===== config.mk =====
export PLATFORM = sky130hd
export DESIGN_NAME = mem_arbiter
export DESIGN_NICKNAME = d
export VERILOG_FILES = /design/src/rtl/mem_arb_pkg.sv /design/src/rtl/mem_arb_pick.sv /design/src/rtl/mem_arbiter.sv
export SDC_FILE = /design/constraint.sdc
export NUM_CORES = 1
export LEC_CHECK = 0
export BUFFER_PORTS_ARGS = -buffer_cell sky130_fd_sc_hd__buf_2
export CORE_AREA = 5 5 105 107
export CTS_CLUSTER_SIZE = 8
export DETAILED_ROUTE_END_ITERATION = 8
export DIE_AREA = 0 0 110 112
export GPL_TIMING_DRIVEN = 1
export PLACE_DENSITY = 0.82
export RECOVER_POWER = 100
export SYNTH_ARGS = -nofsm -noshare
export SYNTH_HDL_FRONTEND = slang
export SYNTH_SLANG_ARGS = --single-unit

===== constraint.sdc =====
create_clock -name clk -period 4.56 [get_ports clk]
set_clock_uncertainty 0.15 [all_clocks]
set_input_delay 0.228 -clock clk [delete_from_list [all_inputs] [get_ports clk]]
set_output_delay 0.228 -clock clk [all_outputs]
set_load 0.02 [all_outputs]

===== src/rtl/mem_arb_pkg.sv =====
// Shared types and constants for the unified-memory arbiter.
package mem_arb_pkg;

  typedef enum logic [1:0] {IDLE, ISSUE, WAIT, DONE} state_t;
  typedef enum logic {OWN_I, OWN_D} owner_t;

  localparam int RAM_LAT_MAX = 4;
  // The wait counter is loaded with at most RAM_LAT_MAX-2.
  localparam int CNT_W = $clog2(RAM_LAT_MAX - 1);

endpackage


===== src/rtl/mem_arb_pick.sv =====
// Combinational grant selection between fetch and data requests.
// MEM_ARB_RR_EN selects alternating grants on conflict; otherwise data has fixed priority.
module mem_arb_pick (
  input  logic i_req,
  input  logic d_req,
`ifdef MEM_ARB_RR_EN
  input  logic last_d,
`endif
  output logic grant_valid,
  output logic grant_d
);

  assign grant_valid = i_req | d_req;

`ifdef MEM_ARB_RR_EN
  // On conflict, grant whichever port was not granted last.
  assign grant_d = d_req & (~i_req | ~last_d);
`else
  assign grant_d = d_req;
`endif

endmodule


===== src/rtl/mem_arbiter.sv =====
// Shares one single-port synchronous RAM between the fetch and data ports.
// Build option MEM_ARB_RR_EN enables round-robin conflict resolution.
// Handshake: a port holds req (and its address/data) until it sees a one-cycle
// ack; rdata is valid only in the ack cycle; stall = req & ~ack.
module mem_arbiter
  import mem_arb_pkg::*;
#(
  parameter int ADDR_W  = 32,
  parameter int DATA_W  = 32,
  parameter int RAM_LAT = 1
) (
  input  logic              clk,
  input  logic              rst,
  input  logic              i_req,
  input  logic [ADDR_W-1:0] i_addr,
  output logic [DATA_W-1:0] i_rdata,
  output logic              i_ack,
  output logic              i_stall,
  input  logic              d_req,
  input  logic [3:0]        d_we,
  input  logic [ADDR_W-1:0] d_addr,
  input  logic [DATA_W-1:0] d_wdata,
  output logic [DATA_W-1:0] d_rdata,
  output logic              d_ack,
  output logic              d_stall,
  output logic              m_en,
  output logic [3:0]        m_we,
  output logic [ADDR_W-1:0] m_addr,
  output logic [DATA_W-1:0] m_wdata,
  input  logic [DATA_W-1:0] m_rdata,
  output logic [1:0]        dbg_state
);

  state_t           state;
  owner_t           owner;
  logic             rd_q;
  logic [CNT_W-1:0] cnt;
  logic             grant_valid;
  logic             grant_d;

`ifdef MEM_ARB_RR_EN
  owner_t last_own;
`endif

  mem_arb_pick u_pick (
    .i_req       (i_req),
    .d_req       (d_req),
`ifdef MEM_ARB_RR_EN
    .last_d      (last_own == OWN_D),
`endif
    .grant_valid (grant_valid),
    .grant_d     (grant_d)
  );

  always_ff @(posedge clk or posedge rst) begin
    if (rst) begin
      state   <= IDLE;
      owner   <= OWN_I;
      rd_q    <= 1'b0;
      cnt     <= '0;
      m_en    <= 1'b0;
      m_we    <= 4'h0;
      m_addr  <= '0;
      m_wdata <= '0;
      i_ack   <= 1'b0;
      d_ack   <= 1'b0;
`ifdef MEM_ARB_RR_EN
      last_own <= OWN_I;
`endif
    end else begin
      case (state)
        IDLE: begin
          if (grant_valid) begin
            state <= ISSUE;
            m_en  <= 1'b1;
            if (grant_d) begin
              owner   <= OWN_D;
              m_addr  <= d_addr;
              m_we    <= d_we;
              m_wdata <= d_wdata;
              rd_q    <= (d_we == 4'h0);
            end else begin
              owner  <= OWN_I;
              m_addr <= i_addr;
              m_we   <= 4'h0;
              rd_q   <= 1'b1;
            end
`ifdef MEM_ARB_RR_EN
            last_own <= grant_d ? OWN_D : OWN_I;
`endif
          end
        end
        ISSUE: begin
          m_en <= 1'b0;
          m_we <= 4'h0;
          if (!rd_q || RAM_LAT == 1) begin
            state <= DONE;
            i_ack <= (owner == OWN_I);
            d_ack <= (owner == OWN_D);
          end else begin
            cnt   <= CNT_W'(RAM_LAT - 2);
            state <= WAIT;
          end
        end
        WAIT: begin
          if (cnt == '0) begin
            state <= DONE;
            i_ack <= (owner == OWN_I);
            d_ack <= (owner == OWN_D);
          end else begin
            cnt <= cnt - CNT_W'(1);
          end
        end
        DONE: begin
          i_ack <= 1'b0;
          d_ack <= 1'b0;
          state <= IDLE;
        end
        default: state <= IDLE;
      endcase
    end
  end

  // RAM data is forwarded only in the owner's ack cycle, and only for reads.
  assign i_rdata   = (i_ack && rd_q) ? m_rdata : '0;
  assign d_rdata   = (d_ack && rd_q) ? m_rdata : '0;
  assign i_stall   = i_req & ~i_ack;
  assign d_stall   = d_req & ~d_ack;
  assign dbg_state = state;

endmodule

[Word level (Yosys, flattened, before mapping)]
Index checks and enable logic that the tools add are counted.
Cells by class
  add/subtract/negate cells: 1
  equal/unequal tests: 5
  multiplexer cells: 17
  bitwise logic cells: 7
  reduce and logical (&&, ||, !) cells: 13
Operators with widths (number)
  2-to-1 mux 32 bit: 3
  AND reduction 2 bit: 5
  2-to-1 mux 4 bit: 2
  case mux 2 bit (4 select lines): 1
  case mux 4 bit (2 select lines): 1
  case mux 1 bit (3 select lines): 2
  2-to-1 mux 1 bit: 5
  == test 2 bit, second input constant: 2
  zero test 2 bit: 2
  zero test 4 bit: 1
  2-to-1 mux 2 bit: 2
  inequality test 2 bit, second input constant: 2
  inverter 1 bit: 4
  AND reduction 3 bit: 1
  nonzero test 3 bit: 1
  AND 1 bit: 2
  == test 2 x 1 -> 1 bit, second input constant: 1
  logical AND 1 bit: 2
  case mux 1 bit (2 select lines): 1
  nonzero test 2 bit: 1
  subtractor 2 x 1 -> 2 bit, second input constant: 1
  bitwise OR 1 bit: 1
Word-level totals
  bits in registers: 77
  input port bits: 136
  output and inout bits: 139
  word-level logic and storage cells: 53

[Logic depth before layout (Yosys ltp)]
Gate-level depths: netlist (run 1).
  word-level depth: 3
  depth in mapped cells: 7
  depth with buffers taken out: 5

[Cells and area by module]
From an unflattened synthesis (run 1), not the netlist that was laid out.
Unflattened totals
  cell total of the unflattened synthesis: 350
  area total of the unflattened synthesis: 3975.1 µm²
Modules (own cells, without submodules)
  mem_arbiter: instances 1, cells an instance 348, area an instance 3961.3 µm²
  mem_arb_pick: instances 1, cells an instance 2, area an instance 13.8 µm²

[Worst setup path after synthesis (run 1)]
No wires, ideal clock.
  path type: register to register
  start: register state[0] (netlist: dbg_state[0])
  end: register state[1] (netlist: dbg_state[1])
  setup time: 0.125 ns
  data arrival time: 1.614 ns
  required time: 4.285 ns
  path slack: 2.671 ns
  cell stages (with the launch flop): 7
  buffers on the path: 1
  clock period less this slack: 1.889 ns
  cells stage by stage: dfrtp_1 -> inv_1 -> ha_1 -> nor2b_1 -> clkbuf_1 -> nor2_1 -> mux2_4
Between the ends
  word-level cells in the longest chain between the ends: 3
RTL lines
  from (decl): RTL line mem_arbiter.sv:34  | state_t state;
  from (signal assigned): RTL line mem_arbiter.sv:57  | state <= IDLE;
  from (signal assigned): RTL line mem_arbiter.sv:74  | state <= ISSUE;
  from (signal assigned): RTL line mem_arbiter.sv:97  | state <= DONE;
  == test 2 bit / zero test 2 bit (equally long branches): RTL line mem_arbiter.sv:71  | case (state)
  inequality test 2 bit (no source line)
  AND reduction 2 bit (no source line)
Parallel ways exist; a longest one is shown, timed or not.
A chain may end at the register's enable or synchronous reset.

[Worst setup path after layout (run 1)]
  start: input port d_req
  end: register m_wdata[25]
Between the ends
  word-level cells in the longest chain between the ends: 2
RTL lines
  from (decl): RTL line mem_arbiter.sv:19  | input logic d_req,
  bitwise OR 1 bit: RTL line mem_arb_pick.sv:13  | assign grant_valid = i_req | d_req;
  AND reduction 3 bit (no source line) *
  to (signal assigned): RTL line mem_arbiter.sv:80  | m_wdata <= d_wdata;
  to (decl): RTL line mem_arbiter.sv:29  | output logic [DATA_W-1:0] m_wdata,
Every way passes the cells marked *; elsewhere a longest branch is shown, timed or not.

==> Flow_metrics.wiki, run 1 <==
{| class="wikitable"
! Metric !! Value
|-
| Outcome || finished with violations
|-
| Violated checks || capacitance limit, slew limit
|-
| List of most frequent post-synthesis cells || dfrtp_1, and3_1, nand2_1, mux2i_1, o21ai_1
|-
| Sequential Area || ~0.0019 mm^2
|-
| Register area share after synthesis || 0.510
|-
| CTS-repair resized insts || 0
|-
| Detailed-placement wirelength estimate || 9750 um
|-
| Maximum achievable frequency || around 360 MHz
|-
| Die height || around 110 um
|-
| Summed instance area of the synthesized netlist || approximately 0.0038 mm^2
|-
| Total of max-cap violations || 1
|-
| Cell accounting for the most synthesized area || dfrtp_1
|-
| Setup repair after global routing missed its margin || false
|-
| Max stage delay on crit path || ~1.1 ns
|-
| Final net count || 792
|-
| Count of warnings emitted by yosys || 0
|-
| Instance count of the mapped netlist || between 300 and 400
|-
| Yosys cell types || 27
|-
| Number of pins exceeding their max-slew limit in the final report || between 70 and 80
|-
| Total Wirelength || between 10,000 and 15,000 um
|-
| Area enclosed by the die boundary || 0.0123 mm^2
|-
| Antenna violations before repair || 2
|-
| FF+latch count, synth || 77
|-
| Top FF cell, synth || dfrtp_1
|-
| Fraction of registers with async set/reset || 1.00
|-
| Horizontal die dimension || approximately 110 um
|-
| P_leak || between 2 and 3 nW
|-
| Final TNS setup || 0 ns
|-
| Total of fill cells in the finished design || just under 1,000
|-
| Total number of placement rows || 37
|-
| Vias per Instance || 4.73
|-
| TritonCTS Sinks || 77
|-
| Required time at the worst-slack endpoint || around 4.6 ns
|-
| Share of the clock period used by the worst path after layout || 0.607
|-
| Crit Path Class || in2reg
|-
| Avg Synthesized Cell Area || around 11 um^2
|-
| Aggregate global routing overflow || 0
|-
| DRC marker count from the first detailed-route iteration || 280
|-
| Final Hold Slack || between 0.03 and 0.04 ns
|-
| Arrival time of data at the critical path endpoint || approximately 2.8 ns
|-
| P&R area growth vs syn || 50.2%
|-
| Vias in the first global route || between 3,000 and 4,000
|-
| TritonCTS clock tree || yes
|-
| Synth top area cells || dfrtp_1, and3_1, mux2_1
|-
| Number of synthesized flops with an enable pin || 0
|-
| I/O pin cnt || roughly 280
|-
| Kind of path behind the tightest hold check || in2reg
|-
| GRT Util Overall || 0.205
|-
| Final setup violation count || 0
|-
| Crit path time final || approximately 2.8 ns
|-
| TritonCTS Buffers || 9
|-
| Average wire per standard cell || 16.6 um
|-
| Routed via count || between 3,000 and 4,000
|-
| Critical Path, Cell by Cell || buf_2 > nand2_1 > mux2_1
|-
| Largest fanout on the critical path || 37
|-
| CTS H-tree lvls || 3
|-
| Min-Delay Startpoint || d_addr[19]
|-
| Clock network latency to the later pin of the worst-skew pair || 0.34 ns
|-
| Hold Violations, Final || 0
|-
| Headroom to the max-slew limit || -0.248
|-
| Clock Root Buffer || clkbuf_8
|-
| Total power divided by cell area || 608 mW/mm^2
|-
| Layout cells sized above 1 || 0.236
|-
| Multi-input logic area || ~0.0017 mm^2
|-
| Antenna Nets Post-Route || 0
|-
| Source of the worst register-to-register timing path || dbg_state[0]
|-
| IR Drop Worst-Case VDD || 0.000304 V
|-
| Number of design rule violations left after detail routing || 0
|-
| Critical Path End Type || flip-flop
|-
| Clock-pin slew reported for the worst setup and hold paths after clock tree synthesis || 0.08 ns
|-
| Placer Congestion || ~0.84
|-
| Global-route wire length before repair || 19,700 um
|-
| Slowest cell on crit path || nand2_1
|-
| Max Root-Sink Buffers || 2
|-
| Area of the core || about 0.010 mm^2
|-
| Number of port buffers || about 270
|-
| Area share of the largest cell type after synthesis || 0.510
|-
| Post-Synthesis Net Count || ~490
|-
| Initial Util || 0.376
|-
| Worst setup path startpoint || d_req
|-
| Most frequently used cell type in the post-synthesis netlist || dfrtp_1
|-
| Pin count of the biggest net entering global routing || between 70 and 80
|-
| Slew at the pin closest to its max-slew limit || between 1.5 and 2 ns
|-
| Detailed-router iteration count before antenna repair || 4
|-
| Startpoint kind of the worst setup timing path || primary input
|}
## critical path: cells and delay by family
| kind | cells | cell delay [ns] |
|---|---|---|
| buf+inv | 1 | 0.78 |
| mux | 1 | 0.67 |
| simple gates | 1 | 1.13 |
## stage by stage
stage / setup WS (ns) / total power [mW] / utilization / cells / area (um^2)
6_report: 1.79 / 3.45 / 0.564 / 789 / 5670
5_1_grt: 1.56 / 3.70 / 0.564 / 789 / 5670
4_1_cts: 2.15 / 3.61 / 0.583 / 788 / 5860
3_5_place_dp: 2.15 / 3.05 / 0.517 / 726 / 5190
3_3_place_gp: 2.26 / 2.98 / 0.517 / 726 / 5190
2_1_floorplan: 2.22 / 2.40 / - / 342 / 3770
## sequential cells by signal, indices dropped and copies added, names as in the netlist
name and flops:
owner 1, cnt 2, m_addr 32, d_ack 1, m_en 1, m_wdata 32, m_we 4, dbg_state 2
rd_q 1, i_ack 1
## area by class of cell
class                   count  share of cell area
clock inverters             3             0.00772
multi-input cells         230               0.293
repair buffers            323               0.296
clock buffers              12              0.0274
flip-flops and latches     77               0.340
well taps                 136              0.0300
inverters                   7             0.00485
diodes                      1            0.000441
## routing by layer
layer  part of all wire  global-route usage
met2               0.52               0.377
met1               0.36               0.217
met4              0.034              0.0898
met5                  0                   0
met3              0.092              0.0510
## placed cells by master (no fill, tap or decap)
cell type,Yosys,final
o21ai_4,0,1
dlygate4sd3_1,0,47
inv_6,0,1
nor3b_1,1,2
ha_1,8,8
clkbuf_8,0,11
clkbuf_1,14,140
nor4_1,1,1
mux2i_1,33,33
dfrtp_2,0,1
buf_2,6,135
o41ai_1,2,2
nor2b_1,3,3
o21ai_0,3,34
a22o_1,4,4
a21oi_1,2,2
mux2_1,32,33
clkinv_2,0,1
clkinvlp_2,0,1
inv_1,7,6
nand2_1,34,35
diode_2,0,1
or2_0,0,1
xnor2_1,1,1
o21ai_1,33,2
clkbuf_2,0,1
buf_4,2,1
nor2_1,4,4
and3_1,64,64
dfrtp_1,77,76
bufinv_16,0,1
## worst paths after layout
check	to	slack, ns	cells after the start
setup / recovery	m_wdata[25]	1.79	3
hold / removal	m_addr[19]	0.04	3
setup reg to reg	m_wdata[25]	1.90	4
hold reg to reg	m_addr[19]	0.34	2
max in group asynchronous	rd_q	2.63	3
min in group asynchronous	m_wdata[13]	0.41	3
## where the power goes
group | switching [mW] | internal [mW] | leakage [nW]
sequential | 0.292 | 1.01 | 0.940
clock | 0.238 | 0.281 | 0.103
combinational | 1.10 | 0.532 | 1.88
total | 1.63 | 1.82 | 2.92
## cells by family (layout without fill, tap and decap cells)
kind of cell,count (synthesis),after routing,share of synthesized area
AND/OR/NAND/NOR,110,110,0.160
multiplexers,66,66,0.187
adder cells (fa/ha/maj),8,8,0.0265
flip-flops,77,77,0.510
other,0,1,0
XOR/XNOR,1,1,0.00232
AO/OA/AOI/OAI,45,45,0.0666
buffers and inverters,35,345,0.0467
## repair_timing
action                                  CTS  global route
buffers inserted                          0             0
endpoints found under the hold margin    45             0
endpoints found under the setup margin    0             0
hold buffers                             47             0
No activity file was read; power rests on OpenSTA's default activity.
==> run 2, diff against run 1 <==
--- a/config.mk
+++ b/config.mk
@@ -6,12 +6,12 @@
 export NUM_CORES = 1
 export LEC_CHECK = 0
 export BUFFER_PORTS_ARGS = -buffer_cell sky130_fd_sc_hd__buf_2
-export CORE_AREA = 5 5 105 107
+export CORE_MARGIN = 5
+export CORE_UTILIZATION = 37
 export CTS_CLUSTER_SIZE = 8
 export DETAILED_ROUTE_END_ITERATION = 8
-export DIE_AREA = 0 0 110 112
 export GPL_TIMING_DRIVEN = 1
-export PLACE_DENSITY = 0.82
+export PLACE_DENSITY = 0.83
 export RECOVER_POWER = 100
 export SYNTH_ARGS = -nofsm -noshare
 export SYNTH_HDL_FRONTEND = slang
==> constraint.sdc (replaced) <==
create_clock -name clk -period 2.5 [get_ports clk]
set_clock_uncertainty 0.15 [all_clocks]
set_input_delay 0.125 -clock clk [delete_from_list [all_inputs] [get_ports clk]]
set_output_delay 0.125 -clock clk [all_outputs]
set_load 0.02 [all_outputs]
==> Flow_metrics.wiki, run 2 (synthesized netlist as in run 1, its figures left out) <==
{| class="wikitable"
! Metric !! Value
|-
| Outcome || complete, no violations
|-
| Crit path time final || ~2.1 ns
|-
| Kind of path behind the tightest hold check || in2reg
|-
| Antenna Nets Post-Route || 0
|-
| DRC marker count from the first detailed-route iteration || a little over 400
|-
| Startpoint kind of the worst setup timing path || flip-flop
|-
| Capturing point of the worst reg2reg path || m_wdata[29]
|-
| Slowest cell on crit path || nand2_2
|-
| Critical Path End Type || flip-flop
|-
| Pin count of the biggest net entering global routing || 67
|-
| Die height || ~110 um
|-
| Max stage delay on crit path || 0.59 ns
|-
| Largest fanout on the critical path || 34
|-
| Min-Delay Startpoint || i_req
|-
| Initial Util || 0.383
|-
| Total number of placement rows || 36
|-
| Slew at the pin closest to its max-slew limit || between 1 and 1.5 ns
|-
| Total of max-cap violations || 0
|-
| Critical Path, Cell by Cell || inv_1 > ha_1 > nand2_2 > mux2_1
|-
| P_leak || between 3 and 4 nW
|-
| Maximum achievable frequency || around 470 MHz
|-
| Total of fill cells in the finished design || ~800
|-
| Setup repair after global routing missed its margin || false
|-
| Headroom to the max-slew limit || 0.125
|-
| Placer Congestion || roughly 0.83
|-
| Antenna violations before repair || 3
|-
| Total Wirelength || 14,500 um
|-
| Area of the core || around 0.0099 mm^2
|-
| Final setup violation count || 0
|-
| Area enclosed by the die boundary || 0.0123 mm^2
|-
| Max Root-Sink Buffers || 2
|-
| Arrival time of data at the critical path endpoint || roughly 2.2 ns
|-
| Cells on worst reg2reg path || 4
|-
| IR Drop Worst-Case VDD || a little under 0.0006 V
|-
| Final Hold Slack || between 0.09 and 0.1 ns
|-
| Most frequent cells in the layout || clkbuf_1, buf_2, dlygate4sd3_1
|-
| Vias in the first global route || around 4,500
|-
| Clock Root Buffer || clkbuf_8
|-
| Number of design rule violations left after detail routing || 0
|-
| TritonCTS Buffers || 9
|-
| Worst Setup Slack post-DPL || 0.553 ns
|-
| Vias per Instance || approximately 4.8
|-
| CTS H-tree lvls || 3
|-
| Hold Path End || m_en
|-
| Global-route wire length before repair || about 23,000 um
|-
| Number of pins exceeding their max-slew limit in the final report || 0
|-
| Final worst slack || 0.357 ns
|-
| Leading registers by flop count || m_addr x32, m_wdata x32, m_we x4
|-
| Worst R2R Setup Slack || ~0.36 ns
|-
| GRT Util Overall || 0.230
|-
| Crit Path Class || reg2reg
|-
| Final TNS setup || 0 ns
|-
| Layout cells sized above 1 || 0.217
|-
| Required time at the worst-slack endpoint || around 2.6 ns
|-
| TritonCTS Sinks || 77
|-
| Final net count || 850
|-
| I/O pin cnt || 275
|-
| Number of port buffers || approximately 270
|-
| P&R area growth vs syn || 66.2%
|-
| Share of the clock period used by the worst path after layout || 0.857
|-
| Aggregate global routing overflow || 0
|-
| Routed via count || approximately 4,100
|-
| Clock-pin slew reported for the worst setup and hold paths after clock tree synthesis || 0.08 ns
|-
| Number of cells on the worst hold path || 4
|-
| Hold Violations, Final || 0
|-
| Detailed-placement wirelength estimate || between 9000 and 10,000 um
|-
| Average wire per standard cell || ~17 um
|-
| Clock network latency to the later pin of the worst-skew pair || roughly 0.34 ns
|-
| Source of the worst register-to-register timing path || dbg_state[0]
|-
| Horizontal die dimension || around 110 um
|-
| Most frequent standard cell in the layout excluding fill and tap cells || clkbuf_1
|-
| TritonCTS clock tree || yes
|-
| Total power divided by cell area || between 1000 and 1500 mW/mm^2
|-
| Detailed-router iteration count before antenna repair || 4
|}
-- run 2: where the power goes --
| group | switching (mW) | internal [mW] |
|---|---|---|
| Combinational | 2.14 | 1.06 |
| Sequential | 0.457 | 1.84 |
| Clock | 0.450 | 0.594 |
| Total | 3.05 | 3.50 |
-- run 2: metal layers --
layer	routed length, um	global-route usage	share of wire
met3	1140	0.0699	0.079
met2	7760	0.428	0.54
met4	461	0.101	0.032
met5	0	0	0
met1	5140	0.235	0.35
-- run 2: worst max-delay path: cells and delay by family (launching register included) --
family,cells,cell delay [ns]
buffers and inverters,1,0.14
DFF,1,0.46
and+or+nand+nor,1,0.59
adders and majority gates,1,0.27
muxes,1,0.40
-- run 2: layout make-up --
class                      count  area [um^2]  share of cell area
antenna                        3         7.51             0.00120
clock buffer                  13          149              0.0237
clock inverter                 3         68.8              0.0110
inverter                       7         26.3             0.00419
multi-input combinational    230         1650               0.264
sequential                    77         1930               0.307
tap                          133          166              0.0265
timing repair buffer         381         2270               0.363
-- run 2: worst max-delay path by stage --
stage | startpoint | end | slack, ns | depth (start not counted)
global route | dbg_state[0] | m_wdata[29] | 0.21 | 4
floorplan | rst | cnt[0] | 0.26 | 1
CTS | dbg_state[0] | m_wdata[18] | 0.55 | 4
finish | dbg_state[0] | m_wdata[29] | 0.36 | 4
global placement | dbg_state[0] | m_wdata[13] | 0.68 | 4
detailed placement | dbg_state[0] | m_wdata[18] | 0.55 | 4
-- run 2: timing repair --
item | in CTS | in global routing
gates resized for setup | 0 | 0
buffers inserted | 0 | 0
hold buffers | 101 | 0
endpoints found under the hold margin | 101 | 0
-- run 2: through the flow --
stage               area [um^2]  utilization  power (mW)  cells
detailed placement         5240        0.531        5.57    727
CTS                        6470        0.656        6.77    844
global placement           5240        0.531        5.44    727
floorplan                  3770            -        4.38    342
finish                     6270        0.636        6.54    847
global route               6270        0.636        6.99    847
==> run 3, diff against run 2 <==
--- a/config.mk
+++ b/config.mk
@@ -5,14 +5,15 @@
 export SDC_FILE = /design/constraint.sdc
 export NUM_CORES = 1
 export LEC_CHECK = 0
-export BUFFER_PORTS_ARGS = -buffer_cell sky130_fd_sc_hd__buf_2
+export BUFFER_PORTS_ARGS = -buffer_cell sky130_fd_sc_hd__buf_4
 export CORE_MARGIN = 5
-export CORE_UTILIZATION = 37
+export CORE_UTILIZATION = 38
 export CTS_CLUSTER_SIZE = 8
 export DETAILED_ROUTE_END_ITERATION = 8
 export GPL_TIMING_DRIVEN = 1
-export PLACE_DENSITY = 0.83
+export PLACE_DENSITY = 0.84
 export RECOVER_POWER = 100
 export SYNTH_ARGS = -nofsm -noshare
 export SYNTH_HDL_FRONTEND = slang
+export SYNTH_HIERARCHICAL = 1
 export SYNTH_SLANG_ARGS = --single-unit
==> Flow_metrics.wiki, run 3 <==
{| class="wikitable"
! Metric !! Value
|-
| Die height || 112 um
|-
| Instance count of the mapped netlist || 350
|-
| Area of the core || roughly 0.010 mm^2
|-
| Crit path time final || 2.15 ns
|-
| Total number of placement rows || 37
|-
| Clock-pin slew reported for the worst setup and hold paths after clock tree synthesis || 0.09 ns
|-
| Placer Congestion || 0.865
|-
| CTS H-tree lvls || 3
|-
| Clock network latency to the later pin of the worst-skew pair || 0.35 ns
|-
| Arrival time of data at the critical path endpoint || between 2 and 2.5 ns
|-
| Number of port buffers || 274
|-
| DRC marker count from the first detailed-route iteration || between 200 and 250
|-
| Hold Violations, Final || 0
|-
| Crit Path Class || reg2reg
|-
| Aggregate global routing overflow || 0
|-
| Vias per Instance || about 4.9
|-
| Critical Path End Type || flip-flop
|-
| Layout cells sized above 1 || 0.240
|-
| Sequential Area || approximately 0.0019 mm^2
|-
| Most frequent standard cell in the layout excluding fill and tap cells || buf_4
|-
| Most frequent cells in the layout || buf_4, clkbuf_1, dlygate4sd3_1
|-
| IR Drop Worst-Case VDD || about 0.00066 V
|-
| Pin count of the biggest net entering global routing || slightly below 80
|-
| Routed via count || around 4,200
|-
| Max Root-Sink Buffers || 2
|-
| Final net count || ~860
|-
| Area enclosed by the die boundary || about 0.013 mm^2
|-
| Startpoint kind of the worst setup timing path || flip-flop
|-
| Antenna violations before repair || 1
|-
| Post-Synthesis Net Count || 494
|-
| TritonCTS clock tree || yes
|-
| Post-Route Utilization || 0.648
|-
| Antenna Nets Post-Route || 0
|-
| Summed instance area of the synthesized netlist || approximately 0.0040 mm^2
|-
| Total of max-cap violations || 0
|-
| Total setup buffers inserted after CTS || 0
|-
| Total power divided by cell area || just over 1000 mW/mm^2
|-
| Yosys cell types || 25
|-
| Switching Power || roughly 3.4 mW
|-
| Clock Root Buffer || clkbuf_8
|-
| Multi-input logic area || ~0.0017 mm^2
|-
| Combinational fraction of design power || 0.517
|-
| Initial Util || 0.387
|-
| TritonCTS Sinks || 77
|-
| Number of synthesized flops with an enable pin || 0
|-
| FF+latch count, synth || 77
|-
| TritonCTS Buffers || 9
|-
| Seq pwr share || 0.338
|-
| List of most frequent post-synthesis cells || dfrtp_1, and3_1, mux2i_1, nor2_1, mux2_4
|-
| Setup repair after global routing missed its margin || false
|-
| Synth top area cells || dfrtp_1, mux2_4, and3_1
|-
| Largest fanout on the critical path || between 50 and 60
|-
| Top FF cell, synth || dfrtp_1
|-
| Area share of the largest cell type after synthesis || 0.485
|-
| Cell area after placement || ~0.006 mm^2
|-
| Avg Synthesized Cell Area || about 11 um^2
|-
| P&R area growth vs syn || 67.6%
|-
| Post-layout instance area || around 0.0067 mm^2
|-
| Count of warnings emitted by yosys || 6
|-
| Final TNS setup || 0 ns
|-
| Cell accounting for the most synthesized area || dfrtp_1
|-
| I/O pin cnt || 275
|-
| Maximum achievable frequency || around 470 MHz
|-
| Detailed-router iteration count before antenna repair || 4
|-
| Number of cells on the worst hold path || 1
|-
| P_leak || around 3.2 nW
|-
| Headroom to the max-slew limit || 0.298
|-
| Detailed-placement wirelength estimate || approximately 10,000 um
|-
| Average wire per standard cell || roughly 19 um
|-
| Total Wirelength || ~16,000 um
|-
| Register area share after synthesis || 0.485
|-
| Part of the power in the clock network || 0.145
|-
| Leading registers by flop count || m_addr x32, m_wdata x32, m_we x4
|-
| Vias in the first global route || between 4,000 and 5,000
|-
| Final setup violation count || 0
|-
| Horizontal die dimension || ~110 um
|-
| Switching fraction of total power || 0.486
|-
| GRT Util Overall || 0.251
|-
| Number of design rule violations left after detail routing || 0
|-
| Global-route wire length before repair || 25,100 um
|-
| Number of pins exceeding their max-slew limit in the final report || 0
|-
| Outcome || complete, no violations
|-
| Share of the clock period used by the worst path after layout || 0.860
|-
| Slew at the pin closest to its max-slew limit || 1.05 ns
|-
| Total of fill cells in the finished design || 892
|-
| Kind of path behind the tightest hold check || reg2reg
|-
| Fraction of registers with async set/reset || 1.00
|-
| Internal power || around 3.5 mW
|-
| Cells on worst reg2reg path || 6
|-
| Required time at the worst-slack endpoint || about 2.6 ns
|-
| Most frequently used cell type in the post-synthesis netlist || dfrtp_1
|}
## run 3: layout make-up
class	instances	area share
Multi-Input combinational cell	236	0.257
Timing Repair Buffer	380	0.393
Clock inverter	7	0.0124
Antenna cell	1	0.000376
Inverter	7	0.00394
Sequential cell	77	0.289
Clock buffer	9	0.0186
Tap cell	136	0.0255
## run 3: critical path, cell delays in order, from the launching register on
cell and delay [ns]:
dfrtp_1 0.45, inv_1 0.15, ha_1 0.27, and2_2 0.42, buf_12 0.28, nor2_1 0.10
a21oi_1 0.19
## run 3: power by group through the flow
stage	combinational (mW)	sequential, mW	clock, mW
floorplan	1.80	2.91	0
global placement	4.13	2.29	0
detailed placement	4.26	2.31	0
global route	3.84	2.42	1.09
CTS	4.40	2.31	1.03
finish	3.56	2.33	1.00
## run 3: cells by family (layout without fill, tap and decap cells)
| kind of cell | after synthesis | after routing | share of synthesized area |
|---|---|---|---|
| xor gates and xnor gates | 1 | 1 | 0.00220 |
| buffers and inverters | 37 | 403 | 0.0548 |
| DFF | 77 | 77 | 0.485 |
| adders and majority gates | 8 | 8 | 0.0252 |
| muxes | 67 | 67 | 0.207 |
| AOI/OAI and AO/OA | 45 | 45 | 0.0689 |
| other | 0 | 1 | 0 |
| and+or+nand+nor | 115 | 115 | 0.157 |
## run 3: timing repair
action / CTS / global route
resized for setup: 0 / 0
setup endpoints to repair: 0 / 0
hold endpoints to repair: 146 / 0
hold buffers: 101 / 0
## run 3: path summary, 6_finish.rpt
check                                   end         start  slack, ns
min in group asynchronous       m_wdata[27]           rst       0.57
worst max-delay path             m_addr[15]  dbg_state[0]       0.35
max in group asynchronous         m_addr[5]           rst       0.93
worst min-delay path                  i_ack         owner       0.33
worst max register to register   m_addr[15]  dbg_state[0]       0.35
worst min register to register        i_ack         owner       0.33
## run 3: per-layer routing
metal,GRT usage,share of wire,vias up,wire length (um)
met1,0.258,0.36,1968,5750
met4,0.0929,0.036,0,573
li1,-,-,1941,-
met3,0.0760,0.080,43,1290
met2,0.474,0.53,224,8500
met5,0,0,-,0
## run 3: per-stage QoR
step / total power, mW / worst slack [ns] / instances / hold WS (ns)
CTS: 7.74 / 0.345 / 852 / 0.278
global route: 7.35 / 0.219 / 853 / 0.344
detailed placement: 6.57 / 0.362 / 735 / 0.110
global placement: 6.42 / 0.461 / 735 / 0.0978
finish: 6.89 / 0.350 / 853 / 0.326
floorplan: 4.71 / 0.258 / 350 / 0.111
